===== config.mk =====
export PLATFORM = sky130hd
export DESIGN_NAME = mul_seq_ctrl
export DESIGN_NICKNAME = d
export VERILOG_FILES = /design/src/rtl/mul_seq_ctrl.sv
export SDC_FILE = /design/constraint.sdc
export NUM_CORES = 1
export LEC_CHECK = 0
export ABC_AREA = 0
export CORE_ASPECT_RATIO = 0.6
export CORE_MARGIN = 2
export CORE_UTILIZATION = 50
export DETAILED_ROUTE_END_ITERATION = 16
export DONT_BUFFER_PORTS = 1
export HOLD_SLACK_MARGIN = 0.06
export PLACE_DENSITY = 0.72
export SLEW_MARGIN = 20
export SYNTH_ARGS = -nofsm -noshare
export SYNTH_HDL_FRONTEND = slang
export SYNTH_SLANG_ARGS = --single-unit

===== constraint.sdc =====
create_clock -name clk -period 1.81 [get_ports clk]
set_input_delay 0.362 -clock clk [delete_from_list [all_inputs] [get_ports clk]]
set_output_delay 0.362 -clock clk [all_outputs]
set_load 0.03 [all_outputs]

===== src/rtl/mul_seq_ctrl.sv =====
// Control and count stage for a repeated-addition multiplier: loads A, then B
// into a down-counter, then pulses the product load once per remaining count.
module mul_seq_ctrl #(
   parameter int WIDTH = 16
) (
   input  logic             clk,
   input  logic             rst,
   input  logic             start,
   input  logic [WIDTH-1:0] din,
   output logic             ldA,
   output logic             clrP,
   output logic             ldP,
   output logic             busy,
   output logic             done,
   output logic [WIDTH-1:0] cnt
);

   typedef enum logic [2:0] {
      IDLE = 3'd0,
      LD_A = 3'd1,
      LD_B = 3'd2,
      ADD  = 3'd3,
      DONE = 3'd4
   } state_t;

   // Kept as a plainly named register so checkers can bind to it directly.
   state_t state;
   state_t state_nxt;

   always_ff @(posedge clk) begin
      if (rst) begin
         state <= IDLE;
      end else begin
         state <= state_nxt;
      end
   end

   // B down-counter: loaded in LD_B, decremented once per product load.
   always_ff @(posedge clk) begin
      if (rst) begin
         cnt <= '0;
      end else begin
         case (state)
            LD_B:    cnt <= din;
            ADD:     cnt <= cnt - WIDTH'(1);
            default: cnt <= cnt;
         endcase
      end
   end

   // Handshake: start is a level request sampled only in IDLE; it is neither
   // acknowledged nor queued elsewhere, and done is the single completion pulse.
   always_comb begin
      state_nxt = state;
      case (state)
         IDLE:    if (start) state_nxt = LD_A;
         LD_A:    state_nxt = LD_B;
         LD_B:    state_nxt = (din == '0) ? DONE : ADD;
         ADD:     if (cnt <= WIDTH'(1)) state_nxt = DONE;
         DONE:    state_nxt = IDLE;
         default: state_nxt = IDLE;
      endcase
   end

   always_comb begin
      ldA  = 1'b0;
      clrP = 1'b0;
      ldP  = 1'b0;
      done = 1'b0;
      busy = (state != IDLE);
      case (state)
         LD_A:    ldA  = 1'b1;
         LD_B:    clrP = 1'b1;
         ADD:     ldP  = 1'b1;
         DONE:    done = 1'b1;
         default: ;
      endcase
   end

endmodule


==> reports/results.tsv, run 1 <==
metric	value	unit
FILL cells	220	
Synthesized Nets	186	
Vias	1493	
Final #Nets	210	
Async S/R FF share, synth	0	%
CTS Buffer Depth	2	
initial core utilization	52.9	%
Initial DRT Pass Iterations	5	
Worst-path clk slew	0.07	ns
Final min period	1.81	ns
Final WS setup	0.00122	ns
Multi-input gate area	888	sq um
Tot GR Track Use	30.2	%
peak supply drop	562	uV
Main synth FF type	dfxtp_1	
CP max stage cell	or4b_4	
Place WS	-0.0111	ns
largest cells by area after synthesis	dfxtp_1, nor4_1, a22oi_1	
Final Hold Viols	0	
top-area cell type share of the netlist area	28.5	%
first-pass GRT wire length	7200	microns
most common cell after layout, fill and taps aside	buf_4	
worst path cell trace	inv_4, ha_4, or4b_4, buf_6, nor4_4, xnor2_1, a211oi_2	
# rows	14	
Clock Sinks	19	
Via density	6.79	
GPL Wtd Cong	0.848	
leakage	0.000607	uW
Period Utilization, post-route	99.9	%
most frequent cells in the layout	buf_4, dfxtp_1, nand2_1	
ant diodes	0	
Yosys reg bits	19	
number of buffers added on ports	0	
Max H-tree Level	1	
delay of the slowest critical-path stage	0.48	ns
DIE WIDTH	70.7	microns
Slew headroom	68.2	%
Worst-Skew Late Latency	0.26	ns
Hold Crit Start	rst	
worst slew pin tran	0.473	ns
total grt overflow	0	
CP Data Arrival Time	1.99	ns
vias in the first global route	1479	
Num CTS Buffers	3	
library cells used by synthesis	42	
DP HPWL	3360	microns
RSZ-0062 raised after global routing	yes	
final max-slew violation count	0	
Syn Std Cell Area	1330	sq um
total power	1980	uW
register area	392	sq um
reg2reg path depth	7	
critical path capture point type	flop	
Routed Wire Length	4420	microns
Reg2Reg Capture Point	cnt[10]	
First DRT Iteration DRCs	109	
setup_tns	0	ns
Ys Warns	0	
sequential share of the synthesized area	28.5	%
synthesized area per cell	8.08	sq um
initial antenna violation count	0	
crit path kind	reg -> reg	
f_max	553	MHz
Reg2Reg Setup Slack	0.001	ns
hold worst-path end	cnt[1]	
kind of start point of the critical path	flop	
# Max-Cap Violations	0	
CTS root buf	clkbuf_8	
Gate Count Post-Synth	165	
drt wl/cell	20.1	microns
area delta synth->final	21.9	%
PwrDens	1220	nW/um^2
Die ar.	3110	sq um
antenna-violating nets left	0	
largest net degree at the start of global routing	19	
# IOs	40	
run status	finished, final reports clean	
hold path cells	1	
Final setup viols	0	
worst-path fanout max	6	
worst path required time	1.99	ns
RR Startpoint	cnt[0]	
path category of the worst min-delay check	in -> reg	
# hold bufs at CTS	0	
# DRC	0	
die height	44.0	microns
EDFF count, synth	0	
CTS tree	built	
layout cell share with drive strength beyond 1	30.9	%
Core Box Area	2520	sq um
Synth area leader	dfxtp_1	
worst setup skew after layout	0.00254	ns
==> sequential cells by signal, indices dropped and copies added, names as in the netlist <==
name   cells
cnt       16
state      3
==> timing repair <==
action                     CTS  global route
setup endpoints to repair    2             7
pin swaps                    0             1
resized for setup            2             4
buffers inserted             0             0
==> metrics by stage <==
| stage | cells | utilization [%] | cell area, sq um | hold slack [ns] |
|---|---|---|---|---|
| after global placement | 216 | 61.6 | 1550 | 0.425 |
| after detailed placement | 216 | 61.6 | 1550 | 0.429 |
| after floorplan | 165 | - | 1370 | 0.512 |
| after CTS | 220 | 63.5 | 1600 | 0.157 |
| after global routing | 220 | 64.4 | 1630 | 0.148 |
| final | 220 | 64.4 | 1630 | 0.155 |
==> cell type report <==
| cell class | instances | share of cell area [%] |
|---|---|---|
| tap | 32 | 2.46 |
| sequential | 19 | 24.1 |
| inverter | 5 | 1.46 |
| clock buffer | 4 | 2.77 |
| timing repair buffer | 31 | 14.5 |
| multi-input combinational | 129 | 54.7 |
==> routing by layer <==
metal	track usage (%)	routed length, microns
met3	11.4	472
met4	8.68	78
met1	37.9	1850
met5	0	0
met2	49.4	2020
==> power by group <==
group	total, uW	internal (uW)	switching (uW)
sequential	572	483	89.3
clock	296	157	140
combinational	1110	456	652
==> cells in the mapped netlist, drive strengths merged (2+ instances only) <==
cell type,number
a31oi,6
ha,2
clkbuf,6
a22oi,9
nand2,11
inv,5
or2,2
nand3,4
or3,7
a211oi,4
nand4,4
mux2,2
dfxtp,19
or4,3
o211ai,4
o21ai,7
buf,6
o21a,4
nand2b,2
nor3,8
nor4,15
a21oi,9
nor2,9
nor2b,2
mux2i,2
and3,4
==> cell families (layout without fill, tap and decap cells) <==
group	after synthesis	in the layout	share of synthesized area, %
xor+xnor	1	1	0.657
mux	4	4	3.19
compound gates	48	48	24.3
fa+ha+maj	2	2	1.88
buf+inv	17	40	7.88
simple gates	74	74	33.6
flops	19	19	28.5
==> worst max-delay path, delay by kind of cell, from the launching register on <==
family / cells / cell delay [ns]
AO/OA/AOI/OAI: 1 / 0.23
adder cells (fa/ha/maj): 1 / 0.12
XOR/XNOR: 1 / 0.12
AND/OR/NAND/NOR: 2 / 0.66
buffers and inverters: 2 / 0.22
flip-flops: 1 / 0.37
==> worst max path at each step <==
| stage | to | cells past startpoint | from | slack [ns] |
|---|---|---|---|---|
| after detailed placement | cnt[10] | 7 | cnt[1] | -0.01 |
| after CTS | cnt[10] | 7 | cnt[0] | -0.004 |
| after global routing | cnt[10] | 7 | cnt[0] | -0.05 |
| after floorplan | cnt[14] | 7 | cnt[1] | -0.04 |
| final | cnt[10] | 7 | cnt[0] | 0.001 |
| after global placement | cnt[14] | 4 | cnt[8] | 0.08 |
Note: power is estimated with default switching activity, not from simulation.
==> run 2: changes to the inputs <==
--- a/config.mk
+++ b/config.mk
@@ -11,8 +11,9 @@
 export CORE_UTILIZATION = 50
 export DETAILED_ROUTE_END_ITERATION = 16
 export DONT_BUFFER_PORTS = 1
-export HOLD_SLACK_MARGIN = 0.06
+export HOLD_SLACK_MARGIN = 0.15
 export PLACE_DENSITY = 0.72
+export REMOVE_ABC_BUFFERS = 1
 export SLEW_MARGIN = 20
 export SYNTH_ARGS = -nofsm -noshare
 export SYNTH_HDL_FRONTEND = slang
==> run 2 against run 1 <==
Net effect: combinational power about the same; flip-flop and latch count unchanged; cell area decreased by 0.54%; via count increased by 4.8%; count of clock-buffer cells in the layout unchanged; non-clock buffer count unchanged; die area unchanged; routed wire length increased by 2.3%; register-to-register slack about the same; critical path depth decreased by 1; sequential power decreased by 3%; largest cell class unchanged; largest power group unchanged.
==> reports/results.tsv, run 2 (same netlist as run 1, synthesis figures left out) <==
metric	value	unit	change
run status	finished, final reports clean		unchanged
number of buffers added on ports	0		unchanged
Largest Register	cnt		unchanged
# hold bufs at CTS	0		unchanged
worst-path fanout max	2		was 6
Num CTS Buffers	3		unchanged
drt wl/cell	20.5	microns	was 20.1 microns
RR Startpoint	cnt[0]		unchanged
initial antenna violation count	0		unchanged
peak supply drop	611	uV	was 562 uV
DP HPWL	3310	microns	was 3360 microns
total grt overflow	0		unchanged
# DRC	0		unchanged
Via density	7.11		was 6.79
NetSw	897	uW	was 881 uW
area delta synth->final	21.2	%	was 21.9%
largest net degree at the start of global routing	19		unchanged
Sequential Power Share	27.6	%	was 28.9%
# rows	14		unchanged
worst setup skew after layout	0.00197	ns	was 0.00254 ns
Vias	1564		was 1493
initial core utilization	52.9	%	unchanged
Final Hold Viols	0		unchanged
fin util	64.1	%	was 64.4%
crit path kind	reg -> reg		unchanged
PwrDens	1240	nW/um^2	was 1220 nW/um^2
hold path cells	1		unchanged
FILL cells	226		was 220
antenna-violating nets left	0		unchanged
critical path buffer and inverter count	1		was 2
CP Data Arrival Time	1.99	ns	about the same
most common cell after layout, fill and taps aside	buf_4		unchanged
CTS Buffer Depth	2		unchanged
Clk network pwr share	15.6	%	was 15.0%
first-pass GRT wire length	7210	microns	was 7200 microns
Crit path max-delay family	simple AND/OR/NAND/NOR gates		unchanged
Reg2Reg Capture Point	cnt[14]		was cnt[10]
# IOs	40		unchanged
Final setup viols	0		unchanged
Initial DRT Pass Iterations	6		was 5
Top Registers	cnt: 16 flops, state: 3 flops		unchanged
path category of the worst min-delay check	in -> reg		unchanged
Hold Crit Start	rst		unchanged
leakage	0.000608	uW	was 0.000607 uW
setup_tns	0	ns	unchanged
Final #Nets	210		unchanged
combinational share of power	56.8	%	was 56.1%
Final min period	1.80	ns	was 1.81 ns
final max-slew violation count	0		unchanged
reg2reg path depth	6		was 7
Hold WS	0.154	ns	was 0.155 ns
Core Box Area	2520	sq um	unchanged
Int Power	1100	uW	about the same
First DRT Iteration DRCs	175		was 109
layout cell share with drive strength beyond 1	28.7	%	was 30.9%
# Max-Cap Violations	0		unchanged
Routed Wire Length	4520	microns	was 4420 microns
worst slew pin tran	0.517	ns	was 0.473 ns
register area	383	sq um	was 392 sq um
Max H-tree Level	1		unchanged
vias in the first global route	1453		was 1479
DIE WIDTH	70.7	microns	unchanged
delay of the slowest critical-path stage	0.49	ns	was 0.48 ns
Setup crit start	cnt[0]		unchanged
most frequent cells in the layout	buf_4, dfxtp_1, nand2_1		unchanged
ant diodes	0		unchanged
RSZ-0062 raised after global routing	yes		unchanged
worst path required time	2.00	ns	was 1.99 ns
sw frac	44.8	%	was 44.6%
CTS tree	built		unchanged
CTS root buf	clkbuf_8		unchanged
Multi-input gate area	893	sq um	was 888 sq um
f_max	556	MHz	was 553 MHz
max reg flops	16		unchanged
Reg2Reg Setup Slack	0.01	ns	was 0.001 ns
Slew headroom	65.5	%	was 68.2%
Period Utilization, post-route	99.4	%	was 99.9%
Clock Sinks	19		unchanged
critical path capture point type	flop		unchanged
Tot GR Track Use	30.5	%	was 30.2%
CP max stage cell	or4b_4		unchanged
Worst-path clk slew	0.07	ns	about the same
kind of start point of the critical path	flop		unchanged
hold worst-path end	cnt[1]		unchanged
die height	44.0	microns	unchanged
Die ar.	3110	sq um	unchanged
Worst-Skew Late Latency	0.26	ns	about the same
GPL Wtd Cong	0.967		was 0.848
worst path cell trace	inv_2, ha_4, or4b_4, nor4_4, mux2_4, a31oi_1		was inv_4, ha_4, or4b_4, buf_6, nor4_4, xnor2_1, a211oi_2
-- run 2: cell counts in the layout (fill, tap and decap cells not counted) --
Identical to the previous run, type by type.
-- run 2: worst max-delay path by stage --
stage / endpoint / slack (ns) / depth (start not counted)
floorplan: cnt[14] / -0.35 / 6
global placement: cnt[14] / 0.06 / 6
detailed placement: cnt[14] / -0.008 / 6
CTS: cnt[14] / -0.003 / 6
global route: cnt[14] / -0.04 / 6
finish: cnt[14] / 0.01 / 6
-- run 2: worst reg2reg max path, stage by stage (launching register included) --
cell and delay, ns:
dfxtp_2 0.33, inv_2 0.07, ha_4 0.13, or4b_4 0.49
nor4_4 0.24, mux2_4 0.32, a31oi_1 0.15
-- run 2: layout make-up --
cell class	count	share of cell area, %
multi-input combinational	129	55.3
sequential	19	23.7
timing repair buffer	31	14.6
clock buffer	4	2.79
tap	32	2.48
inverter	5	1.16
-- run 2: stage by stage --
stage	total power, uW	instances	setup slack, ns	area, sq um
3_5_place_dp	1590	216	-0.00773	1520
6_report	2000	220	0.0106	1620
4_1_cts	1910	220	-0.00280	1580
5_1_grt	2100	220	-0.0402	1620
2_1_floorplan	1220	153	-0.348	1250
3_3_place_gp	1550	216	0.0567	1520
-- run 2: power groups by stage --
stage,clock (uW),sequential (uW),combinational (uW)
floorplan,0,689,528
global placement,0,543,1010
detailed placement,0,551,1030
CTS,313,545,1060
global route,332,558,1210
finish,312,553,1140
-- run 2: metal layers --
metal,up-vias,share of wire (%),track usage [%]
met5,-,0,0
met1,734,40,39.4
li1,691,-,-
met4,0,4.9,16.2
met2,109,43,46.2
met3,30,12,9.53
-- run 2: timing repair --
action	in CTS	in global routing
endpoints found under the setup margin	2	6
hold endpoints to repair	0	6
resized for setup	2	11
buffers inserted	0	0
pin swaps	0	2
==> run 3: changes to the inputs <==
--- a/config.mk
+++ b/config.mk
@@ -6,6 +6,7 @@
 export NUM_CORES = 1
 export LEC_CHECK = 0
 export ABC_AREA = 0
+export CAP_MARGIN = 20
 export CORE_ASPECT_RATIO = 0.6
 export CORE_MARGIN = 2
 export CORE_UTILIZATION = 50
==> results of run 3 <==
The final DEF is identical to that of run 2; final timing and power are the same.
